<file path="src/rtl/fcs_check_par.sv">
// Streaming Ethernet-style FCS checker: CRC-32 over DATA_W bits per cycle, residue test at end of frame,
// runt detection and saturating frame/error statistics.
module fcs_check_par #(
   parameter int DATA_W   = 8,
   parameter int CNT_W    = 16,
   parameter int MIN_BITS = 64
) (
   input  logic              clk,
   input  logic              reset,
   input  logic              valid_in,
   input  logic              start_of_frame,
   input  logic              end_of_frame,
   input  logic [DATA_W-1:0] data_in,
   output logic              fcs_valid,
   output logic              fcs_error,
   output logic              runt,
   output logic [CNT_W-1:0]  frame_cnt,
   output logic [CNT_W-1:0]  err_cnt
);

   localparam int BCNT_W = ($clog2(MIN_BITS + 1) + 1 > 16) ? $clog2(MIN_BITS + 1) + 1 : 16;

   localparam logic [31:0]       CRC_POLY    = 32'h04C1_1DB7;
   localparam logic [31:0]       CRC_SEED    = 32'hFFFF_FFFF;
   localparam logic [31:0]       CRC_RESIDUE = 32'hC704_DD7B;
   localparam logic [BCNT_W-1:0] MIN_LEN     = BCNT_W'(MIN_BITS);
   localparam logic [BCNT_W-1:0] STEP        = BCNT_W'(DATA_W);
   localparam logic [BCNT_W-1:0] BCNT_MAX    = {BCNT_W{1'b1}};
   localparam logic [CNT_W-1:0]  CNT_MAX     = {CNT_W{1'b1}};
   localparam logic [CNT_W-1:0]  CNT_ONE     = CNT_W'(1);

   typedef enum logic [0:0] {
      IDLE  = 1'b0,
      FRAME = 1'b1
   } state_t;

   // Serial MSB-out CRC unrolled over one word; word[0] is shifted in first.
   function automatic logic [31:0] crc_update(input logic [31:0] crc_in, input logic [DATA_W-1:0] word);
      logic [31:0] c;
      logic        fb;
      c = crc_in;
      for (int i = 0; i < DATA_W; i++) begin
         fb = c[31] ^ word[i];
         c  = {c[30:0], 1'b0} ^ (fb ? CRC_POLY : 32'h0000_0000);
      end
      return c;
   endfunction

   function automatic logic [BCNT_W-1:0] bits_add(input logic [BCNT_W-1:0] cnt);
      logic [BCNT_W-1:0] sum;
      if (cnt > BCNT_MAX - STEP) begin
         sum = BCNT_MAX;
      end else begin
         sum = cnt + STEP;
      end
      return sum;
   endfunction

   state_t            state_r;
   logic [31:0]       crc_r;
   logic [BCNT_W-1:0] bit_cnt_r;

   logic              seed_s;
   logic              take_s;
   logic              last_s;
   logic              runt_s;
   logic              bad_s;
   logic [31:0]       crc_nxt_s;
   logic [BCNT_W-1:0] bits_nxt_s;

   // Decide whether the bus word is consumed and what CRC/length it produces;
   // a start word always reseeds, which also aborts any frame in progress.
   always_comb begin
      seed_s = valid_in & start_of_frame;
      case (state_r)
         IDLE:    take_s = seed_s;
         FRAME:   take_s = valid_in;
         default: take_s = 1'b0;
      endcase
      if (seed_s) begin
         crc_nxt_s  = crc_update(CRC_SEED, data_in);
         bits_nxt_s = STEP;
      end else begin
         crc_nxt_s  = crc_update(crc_r, data_in);
         bits_nxt_s = bits_add(bit_cnt_r);
      end
      last_s = take_s & end_of_frame;
      runt_s = (bits_nxt_s < MIN_LEN);
      bad_s  = runt_s | (crc_nxt_s != CRC_RESIDUE);
   end

   // Frame state, running CRC, bit count and the registered result pulse
   always_ff @(posedge clk) begin
      if (!reset) begin
         state_r   <= IDLE;
         crc_r     <= CRC_SEED;
         bit_cnt_r <= {BCNT_W{1'b0}};
         fcs_valid <= 1'b0;
         fcs_error <= 1'b0;
         runt      <= 1'b0;
      end else begin
         fcs_valid <= last_s;
         fcs_error <= last_s & bad_s;
         runt      <= last_s & runt_s;
         if (take_s) begin
            crc_r     <= crc_nxt_s;
            bit_cnt_r <= bits_nxt_s;
            state_r   <= last_s ? IDLE : FRAME;
         end
      end
   end

   // Saturating statistics, updated in the same cycle the result is registered
   always_ff @(posedge clk) begin
      if (!reset) begin
         frame_cnt <= {CNT_W{1'b0}};
         err_cnt   <= {CNT_W{1'b0}};
      end else if (last_s) begin
         if (frame_cnt != CNT_MAX) begin
            frame_cnt <= frame_cnt + CNT_ONE;
         end
         if (bad_s && (err_cnt != CNT_MAX)) begin
            err_cnt <= err_cnt + CNT_ONE;
         end
      end
   end

endmodule

</file>
<file path="config.mk">
export PLATFORM = sky130hd
export DESIGN_NAME = fcs_check_par
export DESIGN_NICKNAME = d
export VERILOG_FILES = /design/src/rtl/fcs_check_par.sv
export SDC_FILE = /design/constraint.sdc
export NUM_CORES = 1
export LEC_CHECK = 0
export CAP_MARGIN = 20
export CORE_ASPECT_RATIO = 0.7
export CORE_UTILIZATION = 50
export CTS_BUF_LIST = sky130_fd_sc_hd__clkbuf_8
export DETAILED_ROUTE_END_ITERATION = 10
export DONT_BUFFER_PORTS = 1
export PLACE_DENSITY = 0.68
export SETUP_SLACK_MARGIN = 0.15
export SYNTH_ARGS = -nofsm -noshare
export SYNTH_HDL_FRONTEND = slang
export SYNTH_SLANG_ARGS = --single-unit
</file>
<file path="constraint.sdc">
create_clock -name clk -period 3.2 [get_ports clk]
set_input_delay 0.8 -clock clk [delete_from_list [all_inputs] [get_ports clk]]
set_output_delay 0.8 -clock clk [all_outputs]
set_load 0.01 [all_outputs]
</file>
# Word level (Yosys, flattened, before mapping)
# Cells that the tools add are included.
[totals]
ff_bits = 84
latch_bits = 0
ramBits = 0
mem_bits_ro = 0
input_bits = 13
output_inout_bits = 35
word_cells = 77
mem_count = 0
[op_classes]
add_sub_neg = 3
n_mul = 0
div = 0
order_cmp = 2
n_eq_ne = 3
n_shift = 0
mux = 21
n_bitwise = 37
reduce_logical = 3
[op_table]
columns = ["cell", "n"]
rows = [
  ["bitwise XOR 32 x 27 -> 32 bit", 15],
  ["2-to-1 mux 27 bit", 16],
  ["adder 16 x 1 -> 16 bit (second input constant)", 2],
  ["2-to-1 mux 16 bit", 2],
  ["2-to-1 mux 32 bit", 1],
  ["inequality test 16 bit (second input constant)", 2],
  ["inequality test 32 bit (second input constant)", 1],
  ["inverter 26 -> 31 bit", 1],
  ["adder 16 x 4 -> 16 bit (second input constant)", 1],
  ["greater-than comparator 16 bit (second input constant)", 1],
  ["< comparator 16 x 7 -> 1 bit (second input constant)", 1],
  ["bitwise XOR 1 bit", 15],
  ["bitwise AND 1 bit", 4],
  ["AND reduction 2 bit", 2],
  ["one-hot mux 1 bit (2 select lines)", 1],
  ["logical AND 1 bit", 1],
  ["2-to-1 mux 1 bit", 1],
  ["inverter 1 bit", 1],
  ["bitwise OR 1 bit", 1],
]

# Logic depth before layout (Yosys ltp)
# Gate-level depths: netlist of run 1.
[depth]
ltp_word = 29
ltp_mapped = 13

# Worst setup path after synthesis of run 1
# Ideal clock, no wire load.
[synth_timing]
kind = "in2reg"
from = "in data_in[2]"
to = "reg err_cnt[8]"
setup_ns = 0.124
t_arrival_ns = 3.183
required_ns = 3.076
setup_slack_ns = -0.107
stages = 12
path_buffers = 3
cell_sequence = "buf_4 xor2_4 xnor3_1 and3_1 a2111oi_4 o311ai_1 nor4_1 o2111a_2 buf_6 buf_6 nor3_1 mux2i_1"
[synth_via]
elab_chain_cells = 13
elab_cells_between_ends = 21
classes_between = "eq/ne (1); mux (3); bitwise (15); reduce/logical (2)"
[synth_rtl]
columns = ["item", "line_no", "source"]
rows = [
  ["start: declaration", "13", "input logic [DATA_W-1:0] data_in,"],
  ["bitwise XOR 1 bit", "43", "fb = c[31] ^ word[i];"],
  ["2-to-1 mux 27 bit", "44", "c = {c[30:0], 1'b0} ^ (fb ? CRC_POLY : 32'h0000_0000);"],
  ["bitwise XOR 32 x 27 -> 32 bit (6 in series)", "44", ""],
  ["2-to-1 mux 32 bit *", "80", "if (seed_s) begin"],
  ["inequality test 32 bit *", "89", "bad_s = runt_s | (crc_nxt_s != CRC_RESIDUE);"],
  ["bitwise OR 1 bit *", "89", ""],
  ["logical AND 1 bit *", "122", "if (bad_s && (err_cnt != CNT_MAX)) begin"],
  ["AND reduction 2 bit (no line) *", "n/a", ""],
  ["end signal: assignment", "117", "err_cnt <= {CNT_W{1'b0}};"],
  ["end signal: assignment", "123", "err_cnt <= err_cnt + CNT_ONE;"],
  ["end: declaration", "18", "output logic [CNT_W-1:0] err_cnt"],
]
# Every way passes the cells marked *; elsewhere a longest branch is shown, timed or not.
# A chain may end at the register's enable or synchronous reset.

# Final worst setup path of run 1
[layout_timing]
from = "reg bit_cnt_r[3]"
to = "reg err_cnt[7]"
[layout_via]
elab_chain_cells = 7
elab_cells_between_ends = 8
classes_between = "add/sub (1); order compare (2); mux (2); bitwise (1); reduce/logical (2)"
[layout_rtl]
columns = ["item", "line_no", "source"]
rows = [
  ["start: declaration", "61", "logic [BCNT_W-1:0] bit_cnt_r;"],
  ["start signal: assignment", "97", "bit_cnt_r <= {BCNT_W{1'b0}};"],
  ["start signal: assignment", "107", "bit_cnt_r <= bits_nxt_s;"],
  ["adder 16 x 4 -> 16 bit / greater-than comparator 16 bit (equally long branches)", "54, 51", ""],
  ["2-to-1 mux 16 bit *", "51", "if (cnt > BCNT_MAX - STEP) begin"],
  ["2-to-1 mux 16 bit *", "80", ""],
  ["< comparator 16 x 7 -> 1 bit *", "88", "runt_s = (bits_nxt_s < MIN_LEN);"],
  ["bitwise OR 1 bit *", "89", ""],
  ["logical AND 1 bit *", "122", ""],
  ["AND reduction 2 bit (no line) *", "n/a", ""],
]
# Marked as above.

==> results_dict.tcl, run 1 <==
set metrics [dict create \
    status "completed" \
    antenna_cells 0 \
    min-delay-start "crc_r[5]" \
    firstDrtPassIters 5 \
    post_dp_cell_area_um2 6020 \
    synth_edf_count 0 \
    arrival_ns 3.36 \
    synthTopCellsByArea "dfxtp_1 29%, xnor2_1 12%, xor2_1 5.8%" \
    cp_slowest_cell "or4b_1" \
    synth_flop_cell "dfxtp_1" \
    syn_avg_cell_area_um2 8.09 \
    fp.dieH_um 90.6 \
    drcViolationCount 0 \
    drv_cap 0 \
    power_density_nw_per_um2 544 \
    finalWirelength_mm 15.3 \
    slew_headroom_pct 43.0 \
    cp-startpoint "bit_cnt_r[3]" \
    syn-num-nets 709 \
    cp_max_fo 23 \
    place_inst 838 \
    fin_crit_sh_pct 95.5 \
    synth_cells 693 \
    finalSetupViolCount 0 \
    final-instance-count-excl-fill 856 \
    grt_pass1_wl_mm 24.7 \
    grt-ovfl-total 0 \
    routed_via_density 5.80 \
    worst_pin_slew_ns 0.853 \
    portBuffers 0 \
    grt_max_degree 57 \
    rows 31 \
    p_leak_nw 2.29 \
    ys_warn_count 0 \
    core-area_um2 10600 \
    cts.reportedPaths.clkPinSlew_ns 0.09 \
    numCtsBuffers 9 \
    dp_hpwl_mm 11.4 \
    num_vias 4966 \
    crit_type "reg2reg" \
    grt_use_total_pct 27.6 \
    antenna_left 0 \
    antenna_found_initial 0 \
    gp_congestion 1.03 \
    start_util_pct 52.7 \
    synth.most_common_cell "dfxtp_1" \
    cts_sinks 81 \
    fp.dieW_um 129 \
    ys_ff_latch 81 \
    syn2layout_area_growth_pct 12.7 \
    netlist_area_um2 5600 \
    crit_family "simple AND/OR/NAND/NOR gates" \
    clk-insertion-delay-late_ns 0.37 \
    nets 719 \
    io_pins 48 \
    ys_top_cells_by_count "81 x dfxtp_1, 76 x xnor2_1, 73 x nor2_1, 72 x nand2_1, 52 x o21ai_0" \
    min_path_type "reg2reg" \
    r2r_start "bit_cnt_r[3]" \
    drt-initial-drc-count 516 \
    fmax_mhz 327 \
    synth_top_area_cell "dfxtp_1" \
    hold_viol 0 \
    cp_data_required_time_ns 3.50 \
    final_max_slew_viol_count 0 \
    grt_setup_unrepaired "true" \
    cts_tree "yes" \
    netlist.area_leader.share_pct 28.9 \
    die_area_um2 11600 \
    htreeDepth 3 \
    async_flop_share_pct 0 \
    slowest_delay_ns 0.51 \
    seq_area_frac_synth_pct 28.9 \
    clockRootBuffer "clkbuf_8" \
    wl_per_cell_um 17.9 \
    setup.worst_path.start_class "flop" \
    fin_area_um2 6310 \
    clockBufferDepth 2 \
    grt_pass1_vias 4614 \
    vdd_drop_max_mv 0.275 \
    critPathCaptureType "flop" \
    min_period_ns 3.06 \
    cts-hold-fix-buffers 0 \
    drive_gt1_share_pct 15.4 \
    synth_cell_types 58 \
    path_buf_inv 2 \
    cp_cell_sequence "ha_4, nand2_1, or3_4, mux2_2, o22a_1, nor4_4, buf_4, nor4_2, o2111a_2, buf_12, or4b_1, a21oi_1" \
    final.setup_skew_ns 0.0105 \
]
==> final cells by class <==
cell class	instances	area, um^2
Timing Repair Buffer	50	433
Sequential cell	81	1640
Clock buffer	10	138
Fill cell	959	4310
Inverter	6	22.5
Multi-Input combinational cell	555	3850
Tap cell	148	185
Clock inverter	6	48.8
==> metal layers <==
metal  up-vias  routed length (um)  track usage, %  share of wire (%)
met5         -                   0               0                  0
met4         0                  87            6.18               0.57
met3        10                1670            8.35                 11
met2       220                6220            37.1                 41
met1      2321                7360            42.3                 48
li1       2415                   -               -                  -
==> flip-flops by register name (all words and copies together), names as in the netlist <==
name / cells
runt: 1
frame_cnt: 16
fcs_error: 1
bit_cnt_r: 13
fcs_valid: 1
err_cnt: 16
crc_r: 32
state_r: 1
==> report_power, final <==
part,switching [mW],internal [mW]
combinational,0.785,0.781
sequential,0.0710,1.07
clock,0.418,0.313
==> repair_timing <==
action                                  4_1_cts  5_1_grt
endpoints found under the setup margin        6       14
pin swaps                                     0        6
gates cloned                                  0        0
gates resized for setup                       4       16
setup buffers                                 0        1
==> worst register-to-register path: cells and delay by family (launching register included) <==
family,cells,cell delay (ns)
adders and majority gates,1,0.14
AOI/OAI and AO/OA,3,0.50
buffers and inverters,2,0.34
DFF,1,0.36
muxes,1,0.28
and+or+nand+nor,5,1.35
==> final timing paths <==
| path | end | slack [ns] | cells after the start |
|---|---|---|---|
| worst min register to register | crc_r[5] | 0.49 | 2 |
| worst max register to register | err_cnt[7] | 0.14 | 12 |
| worst max-delay path | err_cnt[7] | 0.14 | 12 |
| worst min-delay path | crc_r[5] | 0.49 | 2 |
==> cells in the final DEF (no fill, tap or decap), types with 10 or more instances in the layout <==
cell       n
clkbuf_8  10
nor3_1    11
nor2_1    72
o211ai_1  13
and3_1    14
mux2i_1   14
xor2_1    37
a21oi_1   33
or3_1     10
nand2b_1  15
nand3_1   28
buf_4     46
o21ai_0   52
xnor2_1   70
nand2_1   72
dfxtp_1   73
==> cells by family (layout without fill, tap and decap cells) <==
family / Yosys count / count (layout) / synth area share [%]
simple gates: 265 / 265 / 22.8
xor+xnor: 130 / 130 / 24.0
flops: 81 / 81 / 28.9
fa+ha+maj: 3 / 3 / 0.670
mux: 15 / 15 / 2.70
compound gates: 142 / 142 / 15.7
buf+inv: 57 / 72 / 5.18
==> metrics by stage <==
step | worst slack, ns | setup TNS [ns] | total power, mW | hold WS (ns) | util (%)
2_1_floorplan | 0.0905 | 0 | 2.26 | 0.455 | -
3_3_place_gp | -0.00627 | -0.00627 | 2.66 | 0.475 | 56.6
3_5_place_dp | 0.0336 | 0 | 2.67 | 0.482 | 56.6
4_1_cts | 0.151 | 0 | 3.41 | 0.488 | 58.5
5_1_grt | 0.0355 | 0 | 3.62 | 0.477 | 59.4
6_report | 0.144 | 0 | 3.44 | 0.486 | 59.4
(Power assumes the default switching activity.)
==> run 2: changes to the inputs <==
PLACE_DENSITY = 0.69   (was 0.68)
==> run 2 against run 1 <==
Against the previous run: total power up 5.1%; cell count is 0.82% higher; register-to-register slack better by 0.02 ns; clock skew increased by 0.0028 ns; largest cell class unchanged; critical path type unchanged; sequential power about the same; flip-flop and latch count is the same; largest power group unchanged; first-iteration DRC count rose by 17%; critical path depth unchanged; clock power up 12%; die area unchanged; via count grew 2.8%.
==> results_dict.tcl, run 2 (synthesis gave the netlist of run 1 again) <==
set metrics [dict create \
    num_vias 5104 \
    min_path_type "reg2reg" \
    seqPwrFrac_pct 31.8 \
    gp_congestion 0.996 \
    cts_sinks 81 \
    place_inst 831 \
    grt_pass1_wl_mm 24.4 \
    min_period_ns 3.04 \
    grt_pass1_vias 4668 \
    drcViolationCount 0 \
    largestRegisters "crc_r (32), err_cnt (16), frame_cnt (16)" \
    arrival_ns 3.33 \
    multi_input_area_um2 3920 \
    combPwrFrac_pct 45.6 \
    p_int_mw 2.35 \
    clockBufferDepth 2 \
    whs_ns 0.491 \
    cp_max_fo 12 \
    start_util_pct 52.7 \
    syn2layout_area_growth_pct 16.2 \
    fmax_mhz 329 \
    worst_pin_slew_ns 0.636 \
    p_switching_mw 1.27 \
    antenna_found_initial 0 \
    fin_crit_sh_pct 94.8 \
    rows 31 \
    critPathCaptureType "flop" \
    ff2ff_path_depth 12 \
    cp_data_required_time_ns 3.49 \
    finalWirelength_mm 15.6 \
    final.setup_skew_ns 0.0133 \
    cts_tree "yes" \
    p_sw_share_pct 35.1 \
    setup_ws_ns 0.165 \
    r2r_start "bit_cnt_r[3]" \
    reg2reg_slack_ns 0.16 \
    clk-insertion-delay-late_ns 0.37 \
    fp.dieW_um 129 \
    p_leak_nw 2.36 \
    status "completed" \
    htreeDepth 3 \
    portBuffers 0 \
    largest_reg_flops 32 \
    slowest_delay_ns 0.49 \
    grt-ovfl-total 0 \
    nets 726 \
    pre_cts_ws_ns -0.109 \
    regMostFlops "crc_r" \
    finalSetupViolCount 0 \
    drv_cap 0 \
    antenna_left 0 \
    grt_setup_unrepaired "true" \
    vdd_drop_max_mv 0.322 \
    crit_type "reg2reg" \
    die_area_um2 11600 \
    antenna_cells 0 \
    grt_use_total_pct 27.1 \
    dp_hpwl_mm 11.4 \
    final_max_slew_viol_count 0 \
    drt-initial-drc-count 604 \
    crit_family "simple AND/OR/NAND/NOR gates" \
    core-area_um2 10600 \
    drive_gt1_share_pct 18.5 \
    wl_per_cell_um 18.1 \
    final-instance-count-excl-fill 863 \
    r2r_end "err_cnt[7]" \
    finalPower_mw 3.61 \
    slew_headroom_pct 57.4 \
    layout_common_cells "72 x nor2_1, 71 x nand2_1, 67 x xnor2_1" \
    path_buf_inv 2 \
    clockRootBuffer "clkbuf_8" \
    cts.reportedPaths.clkPinSlew_ns 0.08 \
    io_pins 48 \
    holdPathEnd "crc_r[5]" \
    routed_via_density 5.91 \
    grt_max_degree 57 \
    power_density_nw_per_um2 555 \
    hold_viol 0 \
    fillers 928 \
    whs_path_depth 2 \
    final-seq-area_um2 1660 \
    pwr-share-clk_pct 22.6 \
    final_common_cell "nor2_1" \
    firstDrtPassIters 5 \
    setup.worst_path.start_class "flop" \
    numCtsBuffers 9 \
    fp.dieH_um 90.6 \
    cts-hold-fix-buffers 0 \
    min-delay-start "crc_r[5]" \
    cp_cell_sequence "ha_4, nand2_2, or3_4, mux2_2, o22a_1, nor4_2, buf_4, nor4_1, o2111a_2, buf_12, or4b_1, a21oi_1" \
    cp_slowest_cell "or4b_1" \
]
==> run 2: cell types whose count changed in the layout (fill, tap and decap cells not counted), sizes merged <==
cell and change:
buf +6, bufinv +2, inv -2, clkinvlp +1
==> run 2: power groups by stage <==
stage / registers (mW) / clock network, mW / logic [mW]
after floorplan: 1.13 / 0 / 1.13
after global placement: 1.16 / 0 / 1.49
after detailed placement: 1.16 / 0 / 1.49
after CTS: 1.14 / 0.839 / 1.52
after global routing: 1.16 / 0.880 / 1.76
final: 1.15 / 0.817 / 1.65
==> run 2: worst register-to-register path, cell delays in order, from the launching register on <==
cell      delay (ns)
dfxtp_2         0.36
ha_4            0.14
nand2_2         0.07
or3_4           0.41
mux2_2          0.28
o22a_1          0.19
nor4_2          0.31
buf_4           0.18
nor4_1          0.05
o2111a_2        0.18
buf_12          0.15
or4b_1          0.50
a21oi_1         0.15
==> run 2: metal layers <==
metal	up-vias	track usage (%)	share of wire (%)
li1	2439	-	-
met4	0	6.76	1.2
met1	2448	38.9	46
met2	200	39.2	43
met5	-	0	0
met3	17	8.18	9.4
==> run 2: how the worst max path moves through the flow <==
| stage | start | endpoint | slack (ns) | depth (start not counted) |
|---|---|---|---|---|
| global placement | data_in[4] | err_cnt[7] | -0.11 | 10 |
| detailed placement | data_in[2] | err_cnt[15] | -0.11 | 10 |
| finish | bit_cnt_r[3] | err_cnt[7] | 0.16 | 12 |
| global route | bit_cnt_r[3] | err_cnt[7] | 0.08 | 12 |
| CTS | data_in[2] | err_cnt[15] | 0.15 | 10 |
| floorplan | data_in[7] | err_cnt[8] | 0.09 | 12 |
==> run 2: cell type report <==
| class | count | area share (%) |
|---|---|---|
| repair buffers | 57 | 7.86 |
| multi-input cells | 555 | 60.2 |
| inverters | 6 | 0.346 |
| well taps | 148 | 2.84 |
| clock buffers | 9 | 1.90 |
| clock inverters | 7 | 1.33 |
| flip-flops and latches | 81 | 25.5 |
==> run 2: what timing repair did <==
action / CTS / global route
cloned: 0 / 2
resized for setup: 9 / 36
setup endpoints to repair: 17 / 17
pin swaps: 3 / 15
buffers inserted: 2 / 12
==> run 2: through the flow <==
step           util, %  TNS [ns]  cell area, um^2
3_5_place_dp      56.3     -1.20             5980
6_report          61.3         0             6510
5_1_grt           61.3         0             6510
4_1_cts           58.7         0             6240
2_1_floorplan        -         0             5720
3_3_place_gp      56.3    -0.223             5980
==> run 3: changes to the inputs <==
PLACE_DENSITY = 0.68   (was 0.69)
==> results of run 3 <==
The final DEF is identical to that of run 1; final timing and power are the same.
